<file path="src/rtl/case_gate_pkg.sv">
// Shared types and constants for the 4-input gate truth-table sweeper.
package case_gate_pkg;

    // Number of input vectors for a 4-input gate.
    localparam int unsigned NVEC = 16;

    // Reference truth table of the gate under control: F = ~(C & D).
    localparam logic [15:0] GATE_EXPECTED = 16'h7777;

    typedef enum logic [1:0] {
        StIdle,
        StWait,
        StSample,
        StFin
    } state_e;

endpackage

</file>
<file path="src/rtl/case_gate_settle_cnt.sv">
// 4-bit settle down-counter: loaded on entry to WAIT, counts down to zero.
module case_gate_settle_cnt (
    input  logic       clk_i,
    input  logic       rst_i,
    input  logic       load_i,
    input  logic [3:0] load_val_i,
    input  logic       dec_i,
    output logic       zero_o
);

    logic [3:0] cnt_q;

    // Load takes priority over decrement; the count saturates at zero.
    always_ff @(posedge clk_i) begin
        if (rst_i) begin
            cnt_q <= 4'd0;
        end else if (load_i) begin
            cnt_q <= load_val_i;
        end else if (dec_i && (cnt_q != 4'd0)) begin
            cnt_q <= cnt_q - 4'd1;
        end
    end

    // Zero flag tells the sweeper the final WAIT cycle has been reached.
    always_comb begin
        zero_o = (cnt_q == 4'd0);
    end

endmodule

</file>
<file path="src/rtl/case_gate_sweeper.sv">
// Sweeps all 16 input vectors of an external 4-input gate, captures F per
// vector, and compares against an expected truth table latched at START.
module case_gate_sweeper
    import case_gate_pkg::*;
#(
    // Cycles each vector is held before F is sampled; legal range 1..15.
    parameter int unsigned SETTLE = 1
) (
    input  logic        clk_i,
    input  logic        rst_i,
    input  logic        start_i,
    input  logic        abort_i,
    input  logic [15:0] exp_i,
    input  logic        f_i,
    output logic        a_o,
    output logic        b_o,
    output logic        c_o,
    output logic        d_o,
    output logic        busy_o,
    output logic        done_o,
    output logic [15:0] table_o,
    output logic [4:0]  mismatch_o,
    output logic [3:0]  first_fail_o,
    output logic        pass_o
);

    // The counter reaches zero on the last WAIT cycle, so load SETTLE-1.
    localparam logic [3:0] SettleLoad = 4'(SETTLE - 1);
    localparam logic [3:0] LastVec    = 4'(NVEC - 1);

    state_e      state_q, state_d;
    logic [3:0]  vec_q, vec_d;
    logic [15:0] exp_q, exp_d;
    logic [15:0] table_q, table_d;
    logic [4:0]  mismatch_q, mismatch_d;
    logic [3:0]  first_fail_q, first_fail_d;
    logic        pass_q, pass_d;
    logic        done_q, done_d;
    logic        busy_q, busy_d;
    logic [3:0]  abcd_q, abcd_d;

    logic        cnt_load;
    logic        cnt_dec;
    logic        cnt_zero;

    case_gate_settle_cnt u_settle_cnt (
        .clk_i      (clk_i),
        .rst_i      (rst_i),
        .load_i     (cnt_load),
        .load_val_i (SettleLoad),
        .dec_i      (cnt_dec),
        .zero_o     (cnt_zero)
    );

    // State and result registers; synchronous reset overrides everything.
    always_ff @(posedge clk_i) begin
        if (rst_i) begin
            state_q      <= StIdle;
            vec_q        <= 4'd0;
            exp_q        <= 16'h0000;
            table_q      <= 16'h0000;
            mismatch_q   <= 5'd0;
            first_fail_q <= 4'd0;
            pass_q       <= 1'b0;
            done_q       <= 1'b0;
            busy_q       <= 1'b0;
            abcd_q       <= 4'd0;
        end else begin
            state_q      <= state_d;
            vec_q        <= vec_d;
            exp_q        <= exp_d;
            table_q      <= table_d;
            mismatch_q   <= mismatch_d;
            first_fail_q <= first_fail_d;
            pass_q       <= pass_d;
            done_q       <= done_d;
            busy_q       <= busy_d;
            abcd_q       <= abcd_d;
        end
    end

    // Next-state, result updates and registered gate drive.
    always_comb begin
        state_d      = state_q;
        vec_d        = vec_q;
        exp_d        = exp_q;
        table_d      = table_q;
        mismatch_d   = mismatch_q;
        first_fail_d = first_fail_q;
        pass_d       = pass_q;
        done_d       = 1'b0;
        cnt_load     = 1'b0;
        cnt_dec      = 1'b0;

        case (state_q)
            StIdle: begin
                if (start_i) begin
                    exp_d        = exp_i;
                    vec_d        = 4'd0;
                    table_d      = 16'h0000;
                    mismatch_d   = 5'd0;
                    first_fail_d = 4'd0;
                    pass_d       = 1'b0;
                    cnt_load     = 1'b1;
                    state_d      = StWait;
                end
            end
            StWait: begin
                if (abort_i) begin
                    pass_d  = 1'b0;
                    state_d = StIdle;
                end else if (cnt_zero) begin
                    state_d = StSample;
                end else begin
                    cnt_dec = 1'b1;
                end
            end
            StSample: begin
                // Abort wins: the in-flight sample is dropped.
                if (abort_i) begin
                    pass_d  = 1'b0;
                    state_d = StIdle;
                end else begin
                    table_d[vec_q] = f_i;
                    if (f_i != exp_q[vec_q]) begin
                        mismatch_d = mismatch_q + 5'd1;
                        if (mismatch_q == 5'd0) begin
                            first_fail_d = vec_q;
                        end
                    end
                    if (vec_q == LastVec) begin
                        state_d = StFin;
                    end else begin
                        vec_d    = vec_q + 4'd1;
                        cnt_load = 1'b1;
                        state_d  = StWait;
                    end
                end
            end
            StFin: begin
                done_d  = 1'b1;
                pass_d  = (mismatch_q == 5'd0);
                state_d = StIdle;
            end
            default: begin
                state_d = StIdle;
            end
        endcase

        // Outputs are registered from the next state so they change on the edge.
        busy_d = (state_d == StWait) || (state_d == StSample);
        abcd_d = busy_d ? vec_d : 4'd0;
    end

    // Output mapping.
    always_comb begin
        a_o          = abcd_q[3];
        b_o          = abcd_q[2];
        c_o          = abcd_q[1];
        d_o          = abcd_q[0];
        busy_o       = busy_q;
        done_o       = done_q;
        table_o      = table_q;
        mismatch_o   = mismatch_q;
        first_fail_o = first_fail_q;
        pass_o       = pass_q;
    end

endmodule

</file>
<file path="config.mk">
export PLATFORM = sky130hd
export DESIGN_NAME = case_gate_sweeper
export DESIGN_NICKNAME = d
export VERILOG_FILES = /design/src/rtl/case_gate_pkg.sv /design/src/rtl/case_gate_settle_cnt.sv /design/src/rtl/case_gate_sweeper.sv
export SDC_FILE = /design/constraint.sdc
export NUM_CORES = 1
export LEC_CHECK = 0
export CAP_MARGIN = 15
export CELL_PAD_IN_SITES_DETAIL_PLACEMENT = 1
export CELL_PAD_IN_SITES_GLOBAL_PLACEMENT = 1
export CORE_ASPECT_RATIO = 1.75
export CORE_MARGIN = 8
export CORE_UTILIZATION = 35
export DETAILED_ROUTE_END_ITERATION = 8
export GPL_TIMING_DRIVEN = 0
export PLACE_DENSITY = 0.73
export SYNTH_ARGS = -nofsm -noshare
export SYNTH_HDL_FRONTEND = slang
export SYNTH_HIERARCHICAL = 1
export SYNTH_SLANG_ARGS = --single-unit
export TNS_END_PERCENT = 50
</file>
<file path="constraint.sdc">
create_clock -name clk_i -period 2.07 [get_ports clk_i]
set_clock_uncertainty 0.1 [all_clocks]
set_input_delay 0.207 -clock clk_i [delete_from_list [all_inputs] [get_ports clk_i]]
set_output_delay 0.207 -clock clk_i [all_outputs]
set_load 0.05 [all_outputs]
</file>
==> results of run 1 <==
## routing by layer
| metal | vias up | track usage | wire length, um |
|---|---|---|---|
| met5 | - | 0 | 0 |
| met4 | 0 | 0.0846 | 177 |
| met3 | 10 | 0.0344 | 266 |
| met2 | 42 | 0.304 | 5340 |
| met1 | 1400 | 0.151 | 3520 |
| li1 | 1422 | - | - |
## power by group through the flow
stage               Sequential (mW)  Clock, mW  Combinational [mW]
floorplan                      1.29          0               0.538
detailed placement             1.27          0               0.822
finish                         1.25       1.63                1.07
CTS                            1.25       1.67               0.968
global placement               1.26          0               0.795
global route                   1.27       1.72                1.17
## synth_stat cells, types with 2 or more instances
master / count
dfxtp_1: 58
nand2_1: 56
a21oi_1: 37
o21ai_0: 25
nor2_1: 23
nand3_1: 18
inv_1: 16
nor2b_1: 16
clkbuf_1: 15
a21boi_0: 14
mux2i_1: 14
ha_1: 11
a22oi_1: 6
and2_1: 4
nand2b_1: 4
a21o_1: 3
nand4_1: 3
nor3_1: 3
a22oi_2: 2
a311o_1: 2
a311oi_1: 2
a31o_2: 2
a31oi_1: 2
and2b_1: 2
and3_1: 2
buf_2: 2
## metrics by stage
stage / worst slack [ns] / utilization / hold WS [ns] / TNS [ns] / power, mW
after floorplan: 0.0622 / - / 0.179 / 0 / 1.83
after global placement: -0.402 / 0.434 / 0.345 / -13.01 / 2.06
after detailed placement: -0.487 / 0.434 / 0.349 / -15.55 / 2.09
after CTS: 0.00251 / 0.487 / 0.317 / 0 / 3.88
after global routing: -0.0377 / 0.509 / 0.348 / -0.128 / 4.15
final: 0.0474 / 0.509 / 0.325 / 0 / 3.96
## layout make-up
class | count | area share
multi-input combinational | 275 | 0.431
sequential | 58 | 0.269
timing repair buffer | 63 | 0.146
clock buffer | 10 | 0.0552
tap | 117 | 0.0338
buffer | 19 | 0.0292
clock inverter | 6 | 0.0208
inverter | 16 | 0.0145
## flip-flops by register name, summed over array words and instances (netlist names), 2 cells and up
name,flops
abcd_q,4
exp_q,16
first_fail_o,4
mismatch_o,5
state_q,2
table_o,16
u_settle_cnt/cnt_q,4
vec_q,4
## cell usage in the layout, fill, tap and decap left out, drive strengths merged, types with 5 or more instances in the layout
cell and count:
o21ai 26, nor2 23, nor2b 16, a21boi 14
buf 15, a21oi 37, a22oi 8, clkbuf 25
ha 11, dfxtp 58, nand2 57, inv 16
nand3 18, clkdlybuf4s50 52, mux2i 14, and2 5
## cell families after synthesis
group / synth area share
and+or+nand+nor: 0.231
other: 0.00125
adders and majority gates: 0.0457
buffers and inverters: 0.0536
xor gates and xnor gates: 0.00291
AOI/OAI and AO/OA: 0.229
muxes: 0.0503
DFF: 0.386
## worst max path at each step
stage                          startpoint                    end  depth (start not counted)
floorplan           u_settle_cnt/cnt_q[1]  u_settle_cnt/cnt_q[3]                          9
global placement                  abort_i             table_o[0]                          7
detailed placement                abort_i             table_o[1]                          7
CTS                              vec_q[1]        first_fail_o[2]                          8
global route                     vec_q[2]        first_fail_o[3]                          7
finish              u_settle_cnt/cnt_q[1]              abcd_q[2]                         10
## worst min-delay path: stages
cell and delay (ns):
clkdlybuf4s50_1 0.39, nand2_1 0.06, a21oi_1 0.05
## what timing repair did
item,in CTS,in global routing
gates cloned,0,1
setup endpoints to repair,41,30
pin swaps,3,10
gates resized for setup,31,36
buffers inserted,4,6
==> tab_implementation.tex, run 1 <==
\begin{tabular}{lr}
\hline
Metric & Value \\
\hline
\multicolumn{2}{l}{\textbf{Job}} \\
Reported max-cap violation count & 0 \\
\multicolumn{2}{l}{\textbf{Clocking}} \\
CTS max path bufs & 2 \\
Clock Tree Root & clkbuf\_16 \\
Number of buffers inserted during clock tree synthesis & 9 \\
H-Tree Depth & 3 \\
\# clock sinks & 58 \\
Later-pin clock latency in the skew report & 0.33 ns \\
TritonCTS clock tree & built \\
Hold-fix buffers at CTS & 0 \\
Clock input transition at the sequential cells of the worst setup and hold paths & 0.06 ns \\
\multicolumn{2}{l}{\textbf{Pwr}} \\
Fraction of power consumed by sequential logic & 0.317 \\
Clock share of power & 0.412 \\
IR Drop Worst-Case VDD & 0.000478 V \\
Leakage component of the power & 1.55 nW \\
Cell area power density & 915 nW/um\^{}2 \\
Internal power & around 2.7 mW \\
Sw Ratio & 0.311 \\
Fraction of power consumed by combinational cells & 0.271 \\
Net switching power of the design & 1.23 mW \\
\multicolumn{2}{l}{\textbf{Routing}} \\
Drt drc & 0 \\
Count of antenna-violating nets left after detailed routing & 0 \\
DR WL/cell & 16.5 um \\
DRT iter0 DRCs & 91 \\
Number of vias after detailed routing & about 2900 \\
Per-cell via count in the routed design & roughly 5.1 \\
Pre-Repair DR Iteration Count & 4 \\
Total Routed Length & 9300 um \\
\multicolumn{2}{l}{\textbf{Setup path}} \\
Startpoint Class & flop \\
Length in cells of the worst reg-to-reg path & 10 \\
Category of cells accounting for the largest share of critical-path delay & simple AND/OR/NAND/NOR gates \\
Setup CP Type & flop to flop \\
Critical Path RT & 2.19 ns \\
Library cell appearing most often on the critical path & inv\_2 \\
Reg-to-reg setup timing slack & 0.05 ns \\
Startpoint of the lowest-slack register-to-register path & u\_settle\_cnt/cnt\_q[1] \\
Maximum fanout encountered on the critical timing path & 5 \\
Crit path DAT & 2.14 ns \\
Element type at the critical path end & flop \\
Reg2Reg Capture Point & abcd\_q[2] \\
Highest-delay cell along the critical path & or3b\_4 \\
Ordered cell list for the critical path & inv\_2 > ha\_4 > or3b\_4 > inv\_2 > inv\_1 > a31oi\_1 > o21ai\_1 > o21ai\_2 > xnor2\_4 > nor2b\_1 \\
Longest individual stage delay on the worst path & 0.39 ns \\
Buffers and inverters on the worst path & 3 \\
\multicolumn{2}{l}{\textbf{Finish}} \\
Share of cells above drive strength 1 & 0.197 \\
Final Instance Area & 4330 um\^{}2 \\
Reg area & 1170 um\^{}2 \\
Layout net count & approximately 470 \\
Antenna diode count & 0 \\
Area growth from synthesis to layout & 43.8\% \\
Number of filler cells placed in the layout & 989 \\
Area of the multi-input gates & $\sim$1900 um\^{}2 \\
Final Non-Filler Cells & around 560 \\
\multicolumn{2}{l}{\textbf{Hold path}} \\
Worst hold path endpoint & exp\_q[4] \\
Path class of the lowest-slack min-delay path & input port to flop \\
Hold Path Depth & 3 \\
Min-delay src & exp\_i[4] \\
\multicolumn{2}{l}{\textbf{Global route}} \\
Wire length of the first global-routing pass & 15100 um \\
Number of global-route vias before repair & 3130 \\
Pin count of the biggest net entering global routing & 12 \\
Overall fraction of global-route tracks in use & 0.160 \\
Initial antenna violation count & 0 \\
Leftover overflow at the end of global routing & 0 \\
\multicolumn{2}{l}{\textbf{Run status}} \\
Status & completed \\
\multicolumn{2}{l}{\textbf{Synth}} \\
Netlist area before placement & between 3000 and 4000 um\^{}2 \\
Part of the Yosys area used for sequential elements & 0.386 \\
Share of Yosys cell area claimed by the top area cell type & 0.386 \\
Count of mapped cells out of synthesis & 366 \\
YS warnings & 6 \\
Ys async rst share & 0 \\
Synth Flop Type & dfxtp\_1 \\
Biggest area consumer among synthesized cells & dfxtp\_1 \\
Number of distinct library cells after synthesis & 50 \\
Synthesized area per cell & 8.23 um\^{}2 \\
Ranking of synthesized cells by area & dfxtp\_1 (39\%), nand2\_1 (7.0\%), a21oi\_1 (6.2\%), mux2i\_1 (4.7\%), ha\_1 (4.6\%) \\
Total of flip-flops plus latches after synthesis & 58 \\
EDFF count, synth & 0 \\
\multicolumn{2}{l}{\textbf{Die}} \\
Initial cell density of the core & 0.354 \\
Area of the placeable core & 8500 um\^{}2 \\
Die boundary width & roughly 86 um \\
I/O pins & 53 \\
Area of the die & around 12000 um\^{}2 \\
Height of the die & around 140 um \\
Number of placement rows & 45 \\
\multicolumn{2}{l}{\textbf{STA}} \\
RSZ-0062 raised after global routing & true \\
Max-slew violations & 0 \\
Final setup violating endpoints & 0 \\
Time the final worst path needs with I/O delays and setup & roughly 2.0 ns \\
Max-slew headroom & 0.621 \\
Share of the cycle needed by the critical path after routing & 0.977 \\
Max frequency & 0.494 GHz \\
Slew at the pin with the worst max-slew slack & 0.569 ns \\
Number of hold violations in the final report & 0 \\
\multicolumn{2}{l}{\textbf{Place}} \\
Number of port buffers & 52 \\
HPWL reported at the end of detailed placement & 6620 um \\
Number of cells in the design after placement & 538 \\
Last weighted congestion value of the routability-driven placer & about 0.77 \\
Cell Area, Placed & 3690 um\^{}2 \\
\hline
\end{tabular}
Power figures use the tool's default switching activity.
==> inputs of run 2 (changes only) <==
Settings changed: ABC_AREA set to 1, CORE_UTILIZATION 35 to 33, PLACE_DENSITY 0.73 to 0.72, SYNTH_HIERARCHICAL 1 to unset.
==> run 2 against run 1 <==
  * Sequential cell count unchanged
  * First-iteration DRC count rose by 13%
  * Design area decreased by 9.9%
  * Final cell count grew 5.9%
  * Utilization is 5.7 points lower
  * Clock power down 4%
  * Fmax is 2.5% higher
==> tab_implementation.tex, run 2 <==
\begin{tabular}{lr}
\hline
Metric & Value \\
\hline
\multicolumn{2}{l}{\textbf{STA}} \\
Time the final worst path needs with I/O delays and setup & 1.97 ns (-0.0495 ns) \\
Max-slew violations & 0 (unchanged) \\
Share of the cycle needed by the critical path after routing & 0.953 (-0.0239) \\
Max frequency & 0.507 GHz (+2.5\%) \\
Setup WS post-layout & 0.0969 ns (+0.0495 ns) \\
Final setup violating endpoints & 0 (unchanged) \\
Slew at the pin with the worst max-slew slack & 0.512 ns (-0.0565 ns) \\
RSZ-0062 raised after global routing & true \\
Number of hold violations in the final report & 0 (unchanged) \\
TNS Setup & 0 ns (unchanged) \\
Max-slew headroom & 0.657 (+0.0366) \\
\multicolumn{2}{l}{\textbf{Routing}} \\
Per-cell via count in the routed design & 4.73 (-7.1\%) \\
Drt drc & 0 (unchanged) \\
DRT iter0 DRCs & 103 (+13\%) \\
Total Routed Length & 8330 um (-10\%) \\
Number of vias after detailed routing & 2825 (-1.7\%) \\
DR WL/cell & 14.0 um (-15\%) \\
Pre-Repair DR Iteration Count & 4 (unchanged) \\
Count of antenna-violating nets left after detailed routing & 0 (unchanged) \\
\multicolumn{2}{l}{\textbf{Job}} \\
Reported max-cap violation count & 0 (unchanged) \\
\multicolumn{2}{l}{\textbf{Clocking}} \\
Number of buffers inserted during clock tree synthesis & 9 (unchanged) \\
TritonCTS clock tree & built \\
\# clock sinks & 58 (unchanged) \\
Hold-fix buffers at CTS & 0 (unchanged) \\
Later-pin clock latency in the skew report & 0.33 ns (about the same) \\
Buffer count from post-CTS setup fixing & 0 (-4) \\
CTS max path bufs & 2 (unchanged) \\
H-Tree Depth & 3 (unchanged) \\
Clock Tree Root & clkbuf\_16 \\
Clock input transition at the sequential cells of the worst setup and hold paths & 0.05 ns (about the same) \\
\multicolumn{2}{l}{\textbf{Synth}} \\
YS warnings & 0 (-6) \\
Ranking of synthesized cells by instance count & nand2\_1 (87), dfxtp\_1 (58), inv\_1 (57) \\
Number of distinct library cells after synthesis & 35 (-30\%) \\
Fraction of the mapped netlist area in compound gates & 0.164 (-0.0657) \\
Part of the Yosys area used for sequential elements & 0.401 (+0.0152) \\
Simple-Gate Fraction of Synth Area & 0.252 (+0.0212) \\
Post-Synthesis Net Count & 445 \\
Fraction of synthesized cell area in xor and xnor cells & 0.0151 (+0.0122) \\
Ys async rst share & 0 (unchanged) \\
Synthesized area per cell & 7.01 um\^{}2 (-15\%) \\
Share of Yosys cell area claimed by the top area cell type & 0.401 (+0.0152) \\
Adder-cell area share of the yosys netlist & 0.0475 (+0.00180) \\
Share of cell area taken by muxes after synthesis & 0 (-0.0503) \\
EDFF count, synth & 0 (unchanged) \\
Netlist area before placement & 2900 um\^{}2 (-3.8\%) \\
Total of flip-flops plus latches after synthesis & 58 (unchanged) \\
Ranking of synthesized cells by area & dfxtp\_1 (40\%), nand2\_1 (11\%), inv\_1 (7.4\%), nor2\_1 (7.0\%), a21oi\_1 (6.4\%) \\
Synth Flop Type & dfxtp\_1 \\
Count of mapped cells out of synthesis & 413 (+13\%) \\
Biggest area consumer among synthesized cells & dfxtp\_1 \\
Combinational family with the most area after synthesis & simple AND/OR/NAND/NOR gates \\
Library cell with the highest instance count after synthesis & nand2\_1 \\
\multicolumn{2}{l}{\textbf{Finish}} \\
Final standard cell utilization of the core & 0.453 (-0.0566) \\
Leading cell types in the layout, fill and taps excluded & nand2\_1 (87), dfxtp\_1 (56), inv\_1 (55), nor2\_1 (54), clkdlybuf4s50\_1 (52) \\
Final Instance Area & 3900 um\^{}2 (-9.9\%) \\
Area growth from synthesis to layout & 34.6\% \\
Layout net count & 508 (+7.2\%) \\
Share of cells above drive strength 1 & 0.100 (-0.0969) \\
Antenna diode count & 0 (unchanged) \\
Final Non-Filler Cells & 597 (+5.9\%) \\
Most common cell after layout, fill and taps aside & nand2\_1 \\
\multicolumn{2}{l}{\textbf{Pwr}} \\
Leakage component of the power & 1.61 nW (+3.5\%) \\
Net switching power of the design & 0.857 mW (-30\%) \\
Fraction of power consumed by sequential logic & 0.369 (+0.052) \\
IR Drop Worst-Case VDD & 0.000505 V (+5.5\%) \\
Sw Ratio & 0.264 (-0.0468) \\
Cell area power density & 832 nW/um\^{}2 (-9.1\%) \\
Clock share of power & 0.481 (+0.069) \\
Internal power & 2.39 mW (-13\%) \\
Fraction of power consumed by combinational cells & 0.150 (-0.121) \\
\multicolumn{2}{l}{\textbf{Setup path}} \\
Critical Path RT & 2.18 ns (about the same) \\
Maximum fanout encountered on the critical timing path & 10 (+5) \\
Ordered cell list for the critical path & inv\_1 > ha\_2 > inv\_2 > clkbuf\_1 > a21oi\_1 > o21ai\_0 > a22oi\_2 > nor2\_1 \\
Crit path DAT & 2.09 ns (-0.05 ns) \\
Element type at the critical path end & flop \\
Buffers and inverters on the worst path & 3 (unchanged) \\
Highest-delay cell along the critical path & dfxtp\_2 \\
Startpoint Class & flop \\
Longest individual stage delay on the worst path & 0.34 ns (-0.05 ns) \\
Setup CP Type & flop to flop \\
Category of cells accounting for the largest share of critical-path delay & compound AO/OA/AOI/OAI gates \\
\multicolumn{2}{l}{\textbf{Global route}} \\
Met1 layer usage reported by global route & 0.135 (-0.0162) \\
Overall fraction of global-route tracks in use & 0.143 (-0.0170) \\
Global Route met2 Usage & 0.280 (-0.0239) \\
Initial antenna violation count & 0 (unchanged) \\
Pin count of the biggest net entering global routing & 12 (unchanged) \\
Number of global-route vias before repair & 2932 (-6.3\%) \\
GRT busiest layer & met2 \\
Wire length of the first global-routing pass & 13600 um (-9.7\%) \\
Global Route met3 Usage & 0.0310 (-0.00337) \\
Leftover overflow at the end of global routing & 0 (unchanged) \\
\multicolumn{2}{l}{\textbf{Hold path}} \\
Path class of the lowest-slack min-delay path & flop to flop \\
\multicolumn{2}{l}{\textbf{Place}} \\
Number of port buffers & 52 (unchanged) \\
Number of cells in the design after placement & 582 (+8.2\%) \\
HPWL reported at the end of detailed placement & 6480 um (-2.2\%) \\
Cell Area, Placed & 3560 um\^{}2 (-3.4\%) \\
DP Worst Slack & -0.114 ns (+0.373 ns) \\
Last weighted congestion value of the routability-driven placer & 0.792 (+2.3\%) \\
\multicolumn{2}{l}{\textbf{Run status}} \\
Status & completed \\
\multicolumn{2}{l}{\textbf{Die}} \\
Number of placement rows & 45 (unchanged) \\
Height of the die & 140 um (+0.90\%) \\
Die boundary width & 86.8 um (+0.83\%) \\
Initial cell density of the core & 0.336 (-0.0178) \\
Area of the placeable core & 8610 um\^{}2 (+1.3\%) \\
Area of the die & 12100 um\^{}2 (+1.7\%) \\
I/O pins & 53 (unchanged) \\
\hline
\end{tabular}
## run 2: cell types whose count changed after synthesis, moves of 6 or more
cell      previous run  this run
nand2_1             56        87
clkbuf_1            15         9
inv_1               16        57
nor2b_1             16         0
a21boi_0            14         0
mux2i_1             14         0
o21ai_0             25        37
nor2_1              23        54
## run 2: worst reg2reg max path, delay by kind of cell (launching register included)
family                     cells  cell delay, ns
AOI/OAI and AO/OA              3            0.75
and+or+nand+nor                1            0.08
adders and majority gates      1            0.20
buffers and inverters          3            0.40
DFF                            1            0.34
## run 2: layout make-up
cell class                      count  area [um^2]
Clock inverter                      6         82.6
Tap cell                          117          146
Fill cell                        1113         4720
Buffer                             18          128
Multi-Input combinational cell    277         1400
Clock buffer                        9          225
Timing Repair Buffer               52          520
Sequential cell                    58         1160
Inverter                           60          230
## run 2: logic make-up after synthesis
logic type                 after synthesis
xor gates and xnor gates                 5
AOI/OAI and AO/OA                       87
and+or+nand+nor                        174
DFF                                     58
adders and majority gates               11
buffers and inverters                   78
## run 2: routing by layer
metal	vias up	routed length, um
met1	1354	3210
li1	1425	-
met5	-	0
met3	12	228
met2	34	4760
met4	0	133
## run 2: through the flow
step           total power [mW]  hold WS (ns)
2_1_floorplan              1.54         0.203
3_5_place_dp               1.70         0.348
4_1_cts                    3.27         0.357
6_report                   3.24         0.351
5_1_grt                    3.38         0.376
3_3_place_gp               1.69         0.341
## run 2: path summary, 6_finish.rpt
path	from	endpoint	slack [ns]	cells after the start
max	state_q[0]	abcd_q[1]	0.1	8
min	exp_q[13]	exp_q[13]	0.35	2
max reg2reg	state_q[0]	abcd_q[1]	0.1	8
min reg2reg	exp_q[13]	exp_q[13]	0.35	2
## run 2: repair_timing
action / in CTS / in global routing
setup endpoints to repair: 16 / 22
resized for setup: 6 / 7
pin swaps: 0 / 0
## run 2: power by group through the flow
stage          sequential [mW]  clock (mW)  combinational, mW
2_1_floorplan             1.28           0              0.258
3_5_place_dp              1.22           0              0.482
3_3_place_gp              1.22           0              0.474
6_report                  1.20        1.56              0.487
5_1_grt                   1.20        1.64              0.544
4_1_cts                   1.20        1.59              0.490
